==> config.mk <==
export PLATFORM = sky130hd
export DESIGN_NAME = axis_bus_arbiter
export DESIGN_NICKNAME = d
export VERILOG_FILES = /design/src/rtl/axis_bus_arbiter.sv
export SDC_FILE = /design/constraint.sdc
export NUM_CORES = 1
export LEC_CHECK = 0
export CAP_MARGIN = 20
export CORE_MARGIN = 2
export CORE_UTILIZATION = 35
export DETAILED_ROUTE_END_ITERATION = 16
export HOLD_SLACK_MARGIN = 0.1
export PLACE_DENSITY_LB_ADDON = 0.12
export SYNTH_ARGS = -nofsm -noshare
export SYNTH_HDL_FRONTEND = slang
export SYNTH_SLANG_ARGS = --single-unit
export TNS_END_PERCENT = 1
==> constraint.sdc <==
create_clock -name clk -period 8.25 [get_ports clk]
set_input_delay 1.65 -clock clk [delete_from_list [all_inputs] [get_ports clk]]
set_output_delay 1.65 -clock clk [all_outputs]
set_load 0.01 [all_outputs]
==> src/rtl/axis_bus_arbiter.sv <==
// Round-robin packet arbiter: grants one upstream packet FIFO at a time onto a
// shared AXIS bus mux and holds the grant until tlast or an idle timeout.
module axis_bus_arbiter #(
    parameter int          NUM_CH       = 12,
    parameter logic [7:0]  SEL_BASE     = 8'd128,
    parameter int          IDLE_TIMEOUT = 1024
) (
    input  logic              clk,
    input  logic              rst,
    input  logic [NUM_CH-1:0] fifo_pkt_rdy,
    input  logic              axis_mux_tvalid,
    input  logic              axis_mux_tlast,
    input  logic              axis_out_tready,
    output logic [7:0]        bus_sel,
    output logic [NUM_CH-1:0] fifo_tready,
    output logic              pkt_done,
    output logic              timeout_err,
    output logic              dbg_state_o
);

    localparam int IDX_W = (NUM_CH > 1) ? $clog2(NUM_CH) : 1;
    localparam logic [15:0] CNT_LIMIT = 16'(IDLE_TIMEOUT - 1);

    // Handshake: a beat is axis_mux_tvalid & axis_out_tready while in XFER;
    // fifo_tready of the granted channel mirrors axis_out_tready combinationally.
    typedef enum logic {
        ST_IDLE = 1'b0,
        ST_XFER = 1'b1
    } state_t;

    state_t           state_q, state_d;
    logic [IDX_W-1:0] win_q, win_d;
    logic [IDX_W-1:0] last_q, last_d;
    logic [7:0]       sel_q, sel_d;
    logic [15:0]      cnt_q, cnt_d;
    logic             done_q, done_d;
    logic             tmo_q, tmo_d;

    logic [IDX_W-1:0] rr_win;
    logic             rr_found;
    logic             beat;

    function automatic logic [IDX_W-1:0] rr_idx(input logic [IDX_W-1:0] base, input int off);
        int s;
        s = int'(base) + off;
        if (s >= NUM_CH) begin
            s = s - NUM_CH;
        end
        return IDX_W'(s);
    endfunction

    // Search upward from last+1, wrapping; the final offset revisits last itself.
    always_comb begin
        rr_found = 1'b0;
        rr_win   = last_q;
        for (int k = 1; k <= NUM_CH; k++) begin
            if (!rr_found && fifo_pkt_rdy[rr_idx(last_q, k)]) begin
                rr_found = 1'b1;
                rr_win   = rr_idx(last_q, k);
            end
        end
    end

    assign beat = (state_q == ST_XFER) && axis_mux_tvalid && axis_out_tready;

    always_comb begin
        state_d = state_q;
        win_d   = win_q;
        last_d  = last_q;
        sel_d   = sel_q;
        cnt_d   = cnt_q;
        done_d  = 1'b0;
        tmo_d   = 1'b0;
        case (state_q)
            ST_IDLE: begin
                if (rr_found) begin
                    state_d = ST_XFER;
                    win_d   = rr_win;
                    sel_d   = SEL_BASE + 8'(rr_win);
                    cnt_d   = '0;
                end
            end
            ST_XFER: begin
                if (beat && axis_mux_tlast) begin
                    state_d = ST_IDLE;
                    sel_d   = 8'd0;
                    last_d  = win_q;
                    cnt_d   = '0;
                    done_d  = 1'b1;
                end else if (beat) begin
                    cnt_d = '0;
                end else if (cnt_q == CNT_LIMIT) begin
                    // A beat on the threshold cycle is handled above and wins.
                    state_d = ST_IDLE;
                    sel_d   = 8'd0;
                    last_d  = win_q;
                    cnt_d   = '0;
                    tmo_d   = 1'b1;
                end else begin
                    cnt_d = cnt_q + 16'd1;
                end
            end
            default: begin
                state_d = ST_IDLE;
            end
        endcase
    end

    always_ff @(posedge clk) begin
        if (rst) begin
            state_q <= ST_IDLE;
            win_q   <= '0;
            last_q  <= IDX_W'(NUM_CH - 1);
            sel_q   <= 8'd0;
            cnt_q   <= '0;
            done_q  <= 1'b0;
            tmo_q   <= 1'b0;
        end else begin
            state_q <= state_d;
            win_q   <= win_d;
            last_q  <= last_d;
            sel_q   <= sel_d;
            cnt_q   <= cnt_d;
            done_q  <= done_d;
            tmo_q   <= tmo_d;
        end
    end

    always_comb begin
        fifo_tready = '0;
        if (!rst && state_q == ST_XFER) begin
            for (int i = 0; i < NUM_CH; i++) begin
                if (win_q == IDX_W'(i)) begin
                    fifo_tready[i] = axis_out_tready;
                end
            end
        end
    end

    assign bus_sel     = sel_q;
    assign pkt_done    = done_q;
    assign timeout_err = tmo_q;
    assign dbg_state_o = (state_q == ST_XFER);

endmodule

== Word level (Yosys, flattened, before mapping) ==
Cells that the tools add are included.
Storage, ports and cells
  bits in latches: 0
  bits of input ports: 17
  memories: 0
  register bits: 35
  bits in writable memories: 0
  memory bits (read-only): 0
Cells by class
  reduce and logical (&&, ||, !) cells: 34
  bitwise logic cells: 1
  equal/unequal tests: 16
  shift-type cells: 0
  add/subtract/negate cells: 26
  $lt $le $gt $ge: 24
  multipliers: 0
  div/mod/pow operators: 0
  muxes and demuxes: 93
Operators with widths (number)
  2-to-1 mux 4 bit: 27
  2-to-1 mux 16 bit: 4
  >= comparator 5 x 4 -> 1 bit (second input constant): 12
  less-than comparator 4 x 5 -> 1 bit (second input constant): 12
  binary-select mux 1 bit (select 4 bit): 12
  subtractor 4 bit (second input constant): 12
  2-to-1 mux 1 bit: 42
  2-to-1 mux 8 bit: 4
  case mux 16 bit (2 select lines): 1
  adder 4 x 4 -> 5 bit (second input constant): 5
  adder 4 x 3 -> 5 bit (second input constant): 4
  adder 16 x 1 -> 16 bit (second input constant): 1
  == test 16 x 10 -> 1 bit (second input constant): 1
  == test 4 x 3 -> 1 bit (second input constant): 4
  == test 4 bit (second input constant): 4
  case mux 8 bit (2 select lines): 1
  logical AND 1 bit: 15
  logical NOT 1 bit: 12
  2-to-1 mux 12 bit: 1
  adder 4 x 2 -> 5 bit (second input constant): 2
  adder 8 x 4 -> 8 bit (first input constant): 1
  == test 4 x 2 -> 1 bit (second input constant): 2
  AND reduction 3 bit: 2
  adder 4 x 1 -> 5 bit (second input constant): 1
  12 further kinds: 12

== Longest topological paths before layout ==
Gate-level depths: netlist (run 1).
  depth after elaboration: 42
  depth in mapped cells: 19

== Worst setup path before layout (run 1) ==
Ideal clock, no wire load.
  path type: register -> register
  from: register last_q[1]
  to: register sel_q[1] (netlist: bus_sel[1])
  clock period less this slack: 4430 ps
  cell stages (with the launch flop): 19
  library setup time: 61 ps
  arrival time: 4369 ps
  setup slack: 3820 ps
  path through: dfxtp_1 > buf_2 > clkbuf_1 > inv_1 > ha_1 > xor2_2 > inv_1 > clkbuf_1 > ha_1 > and2_1 > or2_2 > o211ai_1 > a32oi_1 > or4_1 > a211oi_1 > a21oi_1 > o32a_1 > nor2_1 > a32o_1
Between the ends
  cells in the longest elaborated chain, start to end: 42
  elaborated cells on any way between the ends: 123
  those cells by class: 25 x add/sub; 12 x order compare; 1 x eq/ne; 62 x mux; 23 x reduce/logical
RTL lines
  start: declaration: line 33  | logic [IDX_W-1:0] last_q, last_d;
  start signal: assignment: line 113  | last_q <= IDX_W'(NUM_CH - 1);
  start signal: assignment: line 121  | last_q <= last_d;
  adder 4 x 1 -> 5 bit: line 45  | s = int'(base) + off;
  subtractor 4 bit / >= comparator 5 x 4 -> 1 bit (equally long branches): line 47, 46
  2-to-1 mux 4 bit: line 46  | if (s >= NUM_CH) begin
  binary-select mux 1 bit (select 4 bit): line 57  | if (!rr_found && fifo_pkt_rdy[rr_idx(last_q, k)]) begin
  2-to-1 mux 1 bit (not written as such): line 57
  2-to-1 mux 1 bit: line 57
  logical NOT 1 bit: line 57
  logical AND 1 bit: line 57
  (+26 left out)
  logical AND 1 bit: line 57
  2-to-1 mux 1 bit: line 57
  logical NOT 1 bit: line 57
  logical AND 1 bit: line 57
  2-to-1 mux 4 bit: line 57
  adder 8 x 4 -> 8 bit: line 79  | sel_d = SEL_BASE + 8'(rr_win);
  2-to-1 mux 8 bit: line 76  | if (rr_found) begin
  case mux 8 bit (2 select lines): line 74  | case (state_q)
  end signal: assignment: line 122  | sel_q <= sel_d;
  end: declaration: line 34  | logic [7:0] sel_q, sel_d;
Parallel ways exist; a longest one is shown, timed or not. The select of a mux whose other input is x is not followed.
A chain may end at the register's enable or synchronous reset.

== Final worst setup path (run 1) ==
  from: input port rst
  to: output port fifo_tready[0]
Between the ends
  cells in the longest elaborated chain, start to end: 3
RTL lines
  start: declaration: line 9  | input logic rst,
  logical NOT 1 bit: line 131  | if (!rst && state_q == ST_XFER) begin
  logical AND 1 bit: line 131
  2-to-1 mux 12 bit: line 131
  end: declaration: line 15  | output logic [NUM_CH-1:0] fifo_tready,
Every way passes these cells.

==> flow_summary.json, run 1 <==
{
  "setup_viol": 0,
  "async_flop_share_pct": 0,
  "cts_setup_buffers": 0,
  "relSlewSlack_pct": 30.0,
  "synthesis.area_um2": 4220,
  "yosys_warnings": 0,
  "clock_latency_ps": 270,
  "hp-class": "reg -> reg",
  "switching_share_pct": 38.1,
  "fmax_ghz": 0.171,
  "via_per_inst": 6.22,
  "dpl.hpwl_mm": 10.1,
  "yosysUniqueCellTypes": 85,
  "grt_max_degree": 24,
  "drt_first_iter_violations": 385,
  "fp.coreArea_um2": 11900,
  "seqPwrFrac_pct": 27.1,
  "routed_wl_mm": 13.1,
  "fin_crit_sh_pct": 70.8,
  "synth_flop_cell": "dfxtp_1",
  "fin_skew_ps": 4.66,
  "power_frac_comb_pct": 44.9,
  "std_cell_rows": 40,
  "crit_fanout": 23,
  "syn_inst": 547,
  "p_sw_mw": 0.246,
  "grt_pass1_wl_mm": 21.3,
  "worstPathArrival_ps": 4190,
  "cts_sinks": 32,
  "grtUsageTotal_pct": 20.3,
  "clk_pin_slew_worst_paths_ps": 50,
  "area_growth_pct": 13.6,
  "synth_top_area_share_pct": 15.2,
  "htreeDepth": 2,
  "maxCapViolCount": 0,
  "cts_resized": 0,
  "crit_path_end_kind": "output port",
  "tightestPinTransition_ps": 1050,
  "p_clk_share_pct": 28.0,
  "ys_seq_area_share_pct": 15.2,
  "drive_gt1_share_pct": 9.15,
  "diodes": 0,
  "gp_congestion": 0.930,
  "rsz0062_at_grt": "no",
  "start_kind": "input pin",
  "initial_core_util_pct": 35.5,
  "die_y_um": 114,
  "multi_input_area_um2": 3340,
  "cts-root-buf": "clkbuf_16",
  "layout.nets": 608,
  "synth.cells.most_frequent": "60 x nor2_1, 40 x a21oi_1, 32 x dfxtp_1, 32 x nand2_1, 30 x o21ai_0",
  "p_per_area_nw_per_um2": 134,
  "portBuffers": 36,
  "status": "finished clean",
  "hold_depth": 2,
  "cts_buffers": 5,
  "grt_antenna_before_repair": 0,
  "drt_pre_antenna_iters": 5,
  "ctsLongestPathBuffers": 2,
  "drv_slew": 0,
  "synth_edf_count": 0,
  "detail-route-antenna-nets": 0,
  "cp.required_ps": 6600,
  "power_leakage_nw": 1.83,
  "p_int_mw": 0.399,
  "yosys.area.top_type": "dfxtp_1",
  "syn_area_per_cell_um2": 7.71,
  "cts_hold_buf": 0,
  "regArea_um2": 641,
  "vias": 4449,
  "fin_crit_ps": 5840,
  "ys_ff_latch": 32,
  "max-vdd-ir-drop_uv": 75.7,
  "utilization_pct": 40.4,
  "dieArea_um2": 12900,
  "r2r_cells": 15,
  "wl_per_cell_um": 18.4,
  "drc": 0,
  "fin_setup_tns_ps": 0,
  "synthTopCellsByArea": "dfxtp_1 15%, ha_1 7.1%, nor2_1 5.3%",
  "cts_tree": "done",
  "n_fill_cell": 1243,
  "timing.hold.ws_ps": 449,
  "io_pins": 40,
  "design_power_total_mw": 0.644,
  "grt_overflow": 0,
  "first_global_vias": 4024,
  "synth_most_common_cell": "nor2_1",
  "worstSetupPathType": "in -> out",
  "hold_viol_final": 0,
  "die_width_um": 114
}
## per-stage QoR
| step | cell area (um^2) | cells | setup slack, ps |
|---|---|---|---|
| floorplan | 4220 | 549 | 3820 |
| global placement | 4650 | 707 | 2420 |
| detailed placement | 4650 | 707 | 2410 |
| CTS | 4790 | 715 | 2410 |
| global route | 4790 | 715 | 2210 |
| finish | 4790 | 715 | 2410 |
## layout by cell type, fill, tap and decap left out, types with 9 or more instances in the layout
cell / instances
nor3_1: 21
ha_1: 24
mux4_2: 9
nand3b_1: 10
clkdlybuf4s50_1: 36
a21oi_1: 40
nand2_1: 32
o21ai_0: 30
and3_1: 17
and2_1: 11
nand3_1: 27
dfxtp_1: 32
inv_1: 22
nor2_1: 60
mux2i_1: 13
## flip-flops by register name (all words and copies together), names as in the netlist
| signal | cells |
|---|---|
| cnt_q | 16 |
| bus_sel | 5 |
| last_q | 4 |
| win_q | 4 |
| dbg_state_o | 1 |
| pkt_done | 1 |
| timeout_err | 1 |
## per-layer routing
metal  track usage, %  routed length [um]  vias to the layer above
met1             26.7                5800                     2141
li1                 -                   -                     2137
met4             4.47                 240                        0
met2             36.2                6450                      156
met5                0                   0                        -
met3             1.65                 653                       15
## worst max-delay path: stages
cell             delay [ps]
clkdlybuf4s50_1         910
nor2b_1                 440
nand2_1                 100
or3_1                   370
nor3_1                  150
clkdlybuf4s50_1         560
## logic make-up after synthesis
group	synth area share (%)
xor+xnor	3.20
mux	10.3
compound gates	29.8
simple gates	28.4
buf+inv	5.85
fa+ha+maj	7.12
flops	15.2
other cells	0.0889
## cell type report
cell class | instances | share of cell area [%]
multi-input cells | 464 | 69.6
flip-flops and latches | 32 | 13.4
repair buffers | 41 | 8.30
well taps | 147 | 3.84
clock buffers | 8 | 3.05
inverters | 23 | 1.80
## final timing paths
kind | from | end | slack [ps]
worst max-delay path | rst | fifo_tready[0] | 2410
worst min-delay path | bus_sel[2] | bus_sel[2] | 450
worst max register to register | last_q[0] | bus_sel[3] | 3030
worst min register to register | bus_sel[2] | bus_sel[2] | 450
## power groups by stage
stage	combinational [mW]	clock, mW	sequential, mW
2_1_floorplan	0.206	0	0.176
3_3_place_gp	0.283	0	0.178
3_5_place_dp	0.285	0	0.178
4_1_cts	0.286	0.184	0.175
5_1_grt	0.315	0.192	0.176
6_report	0.289	0.180	0.175
(Power assumes the default switching activity.)
==> run 2, diff against run 1 <==
==> constraint.sdc (replaced) <==
create_clock -name clk -period 5 [get_ports clk]
set_input_delay 1 -clock clk [delete_from_list [all_inputs] [get_ports clk]]
set_output_delay 1 -clock clk [all_outputs]
set_load 0.01 [all_outputs]
==> run 2 against run 1 <==
Design area rose by 2.8%. Count of clock-buffer cells in the layout fell by 3. Global-route usage rose by 1.1 points. Critical endpoint is now win_q[2]. Highest routed layer unchanged.
==> flow_summary.json, run 2 (synthesis results as in run 1) <==
{
  "p_clk_share_pct": 30.8,
  "relSlewSlack_pct": 44.6,
  "grt_antenna_before_repair": 0,
  "worstPathArrival_ps": 4850,
  "ff2ff_setup_slack_ps": 320,
  "cts_tree": "done",
  "hold_depth": 2,
  "grt_overflow": 0,
  "placed_cells": 722,
  "layout.nets": 623,
  "switching_share_pct": 37.7,
  "dieArea_um2": 12900,
  "cts_resized": 0,
  "clock_latency_ps": 280,
  "fin_crit_sh_pct": 93.6,
  "std_cell_rows": 40,
  "drc": 0,
  "drt_first_iter_violations": 515,
  "grtUsageTotal_pct": 21.4,
  "start_kind": "flop",
  "design_power_total_mw": 1.13,
  "grt_busiest_layer": "met2",
  "met2_usage_pct": 36.3,
  "p_per_area_nw_per_um2": 230,
  "clk_pin_slew_worst_paths_ps": 60,
  "setup_viol": 0,
  "htreeDepth": 2,
  "wl_per_cell_um": 19.0,
  "initial_core_util_pct": 35.5,
  "max-vdd-ir-drop_uv": 157,
  "power_frac_comb_pct": 43.7,
  "cts_hold_buf": 0,
  "layout_commonest_cell": "nor2_1",
  "io_pins": 40,
  "status": "finished clean",
  "hold_viol_final": 0,
  "drive_gt1_share_pct": 11.8,
  "area_growth_pct": 16.8,
  "fmax_ghz": 0.214,
  "fin_skew_ps": 5.23,
  "worstSetupPathType": "reg -> reg",
  "fp.coreArea_um2": 11900,
  "instances_no_fill": 730,
  "cts_setup_buffers": 0,
  "crit_path_end_kind": "flop",
  "cts_sinks": 32,
  "maxCapViolCount": 0,
  "reg2reg_to": "win_q[2]",
  "largest_reg_flops": 16,
  "fin_setup_tns_ps": 0,
  "p_sw_mw": 0.427,
  "grt_max_degree": 27,
  "n_fill_cell": 1201,
  "cts-root-buf": "clkbuf_16",
  "regArea_um2": 641,
  "portBuffers": 36,
  "rsz0062_at_grt": "no",
  "first_global_vias": 4241,
  "dpl.hpwl_mm": 10.9,
  "multi_input_area_um2": 3340,
  "p_int_mw": 0.706,
  "seqPwrFrac_pct": 25.6,
  "drv_slew": 0,
  "holdPathEnd": "bus_sel[2]",
  "largest_register": "cnt_q",
  "met3_usage_pct": 2.23,
  "hp-class": "reg -> reg",
  "cts_buffers": 5,
  "gp_congestion": 1.02,
  "cp.required_ps": 5170,
  "crit_fanout": 8,
  "tightestPinTransition_ps": 821,
  "vias": 4504,
  "grt_pass1_wl_mm": 22.1,
  "final_cell_mix": "60 x nor2_1, 40 x a21oi_1, 36 x clkdlybuf4s50_1",
  "die_y_um": 114,
  "min_from": "bus_sel[2]",
  "fin_crit_ps": 4680,
  "grt_use_met1_pct": 26.8,
  "regToRegStartpoint": "last_q[2]",
  "diodes": 0,
  "power_leakage_nw": 1.91,
  "via_per_inst": 6.17,
  "die_width_um": 114,
  "r2r_cells": 17,
  "ctsLongestPathBuffers": 2,
  "detail-route-antenna-nets": 0,
  "routed_wl_mm": 13.9,
  "drt_pre_antenna_iters": 5
}
==> run 2: cell types whose count changed in the layout (fill, tap and decap cells not counted), sizes merged <==
cell      delta
clkinvlp     +1
bufinv       +1
buf         +15
clkinv       +1
clkbuf       -3
==> run 2: metal layers <==
layer  up-vias  routed length, um
met1      2163               6080
met2       143               6680
li1       2159                  -
met3        39                509
met4         0                629
met5         -                  0
==> run 2: critical path, stage by stage (launching register included) <==
cell      delay [ps]
dfxtp_1          580
buf_4            260
inv_1             80
ha_1             190
a21oi_1          240
xnor2_2          170
inv_1            120
ha_1             210
a221o_1          380
nand4_1          140
o41ai_1          130
or4b_1           740
o311ai_1         340
a311oi_1         130
o22ai_1          200
a22oi_1          140
o31ai_2          280
a21bo_1          240
==> run 2: final cells by class <==
class,count,share of cell area (%)
Clock inverter,3,0.864
Timing Repair Buffer,56,10.4
Tap cell,147,3.73
Multi-Input combinational cell,464,67.7
Clock buffer,5,2.54
Inverter,23,1.75
Sequential cell,32,13.0
==> run 2: power groups by stage <==
stage	Clock (mW)	Combinational (mW)	Sequential [mW]
3_3_place_gp	0	0.482	0.295
4_1_cts	0.359	0.487	0.290
2_1_floorplan	0	0.340	0.290
5_1_grt	0.371	0.535	0.292
6_report	0.349	0.495	0.290
3_5_place_dp	0	0.486	0.295
==> run 2: how the worst max path moves through the flow <==
| stage | from | endpoint | slack [ps] | cells after the start |
|---|---|---|---|---|
| floorplan | last_q[1] | bus_sel[1] | 570 | 18 |
| global placement | fifo_pkt_rdy[0] | win_q[2] | 350 | 11 |
| detailed placement | last_q[2] | win_q[2] | 390 | 17 |
| CTS | last_q[2] | win_q[2] | 380 | 17 |
| global route | last_q[2] | win_q[2] | 90 | 17 |
| finish | last_q[2] | win_q[2] | 320 | 17 |
==> run 2: stage by stage <==
stage / setup slack (ps) / utilization, % / cell area, um^2 / hold WS [ps]
2_1_floorplan: 570 / - / 4220 / 451
3_3_place_gp: 352 / 40.1 / 4760 / 450
3_5_place_dp: 394 / 40.1 / 4760 / 455
4_1_cts: 380 / 41.5 / 4930 / 462
5_1_grt: 89.8 / 41.5 / 4930 / 472
6_report: 322 / 41.5 / 4930 / 461
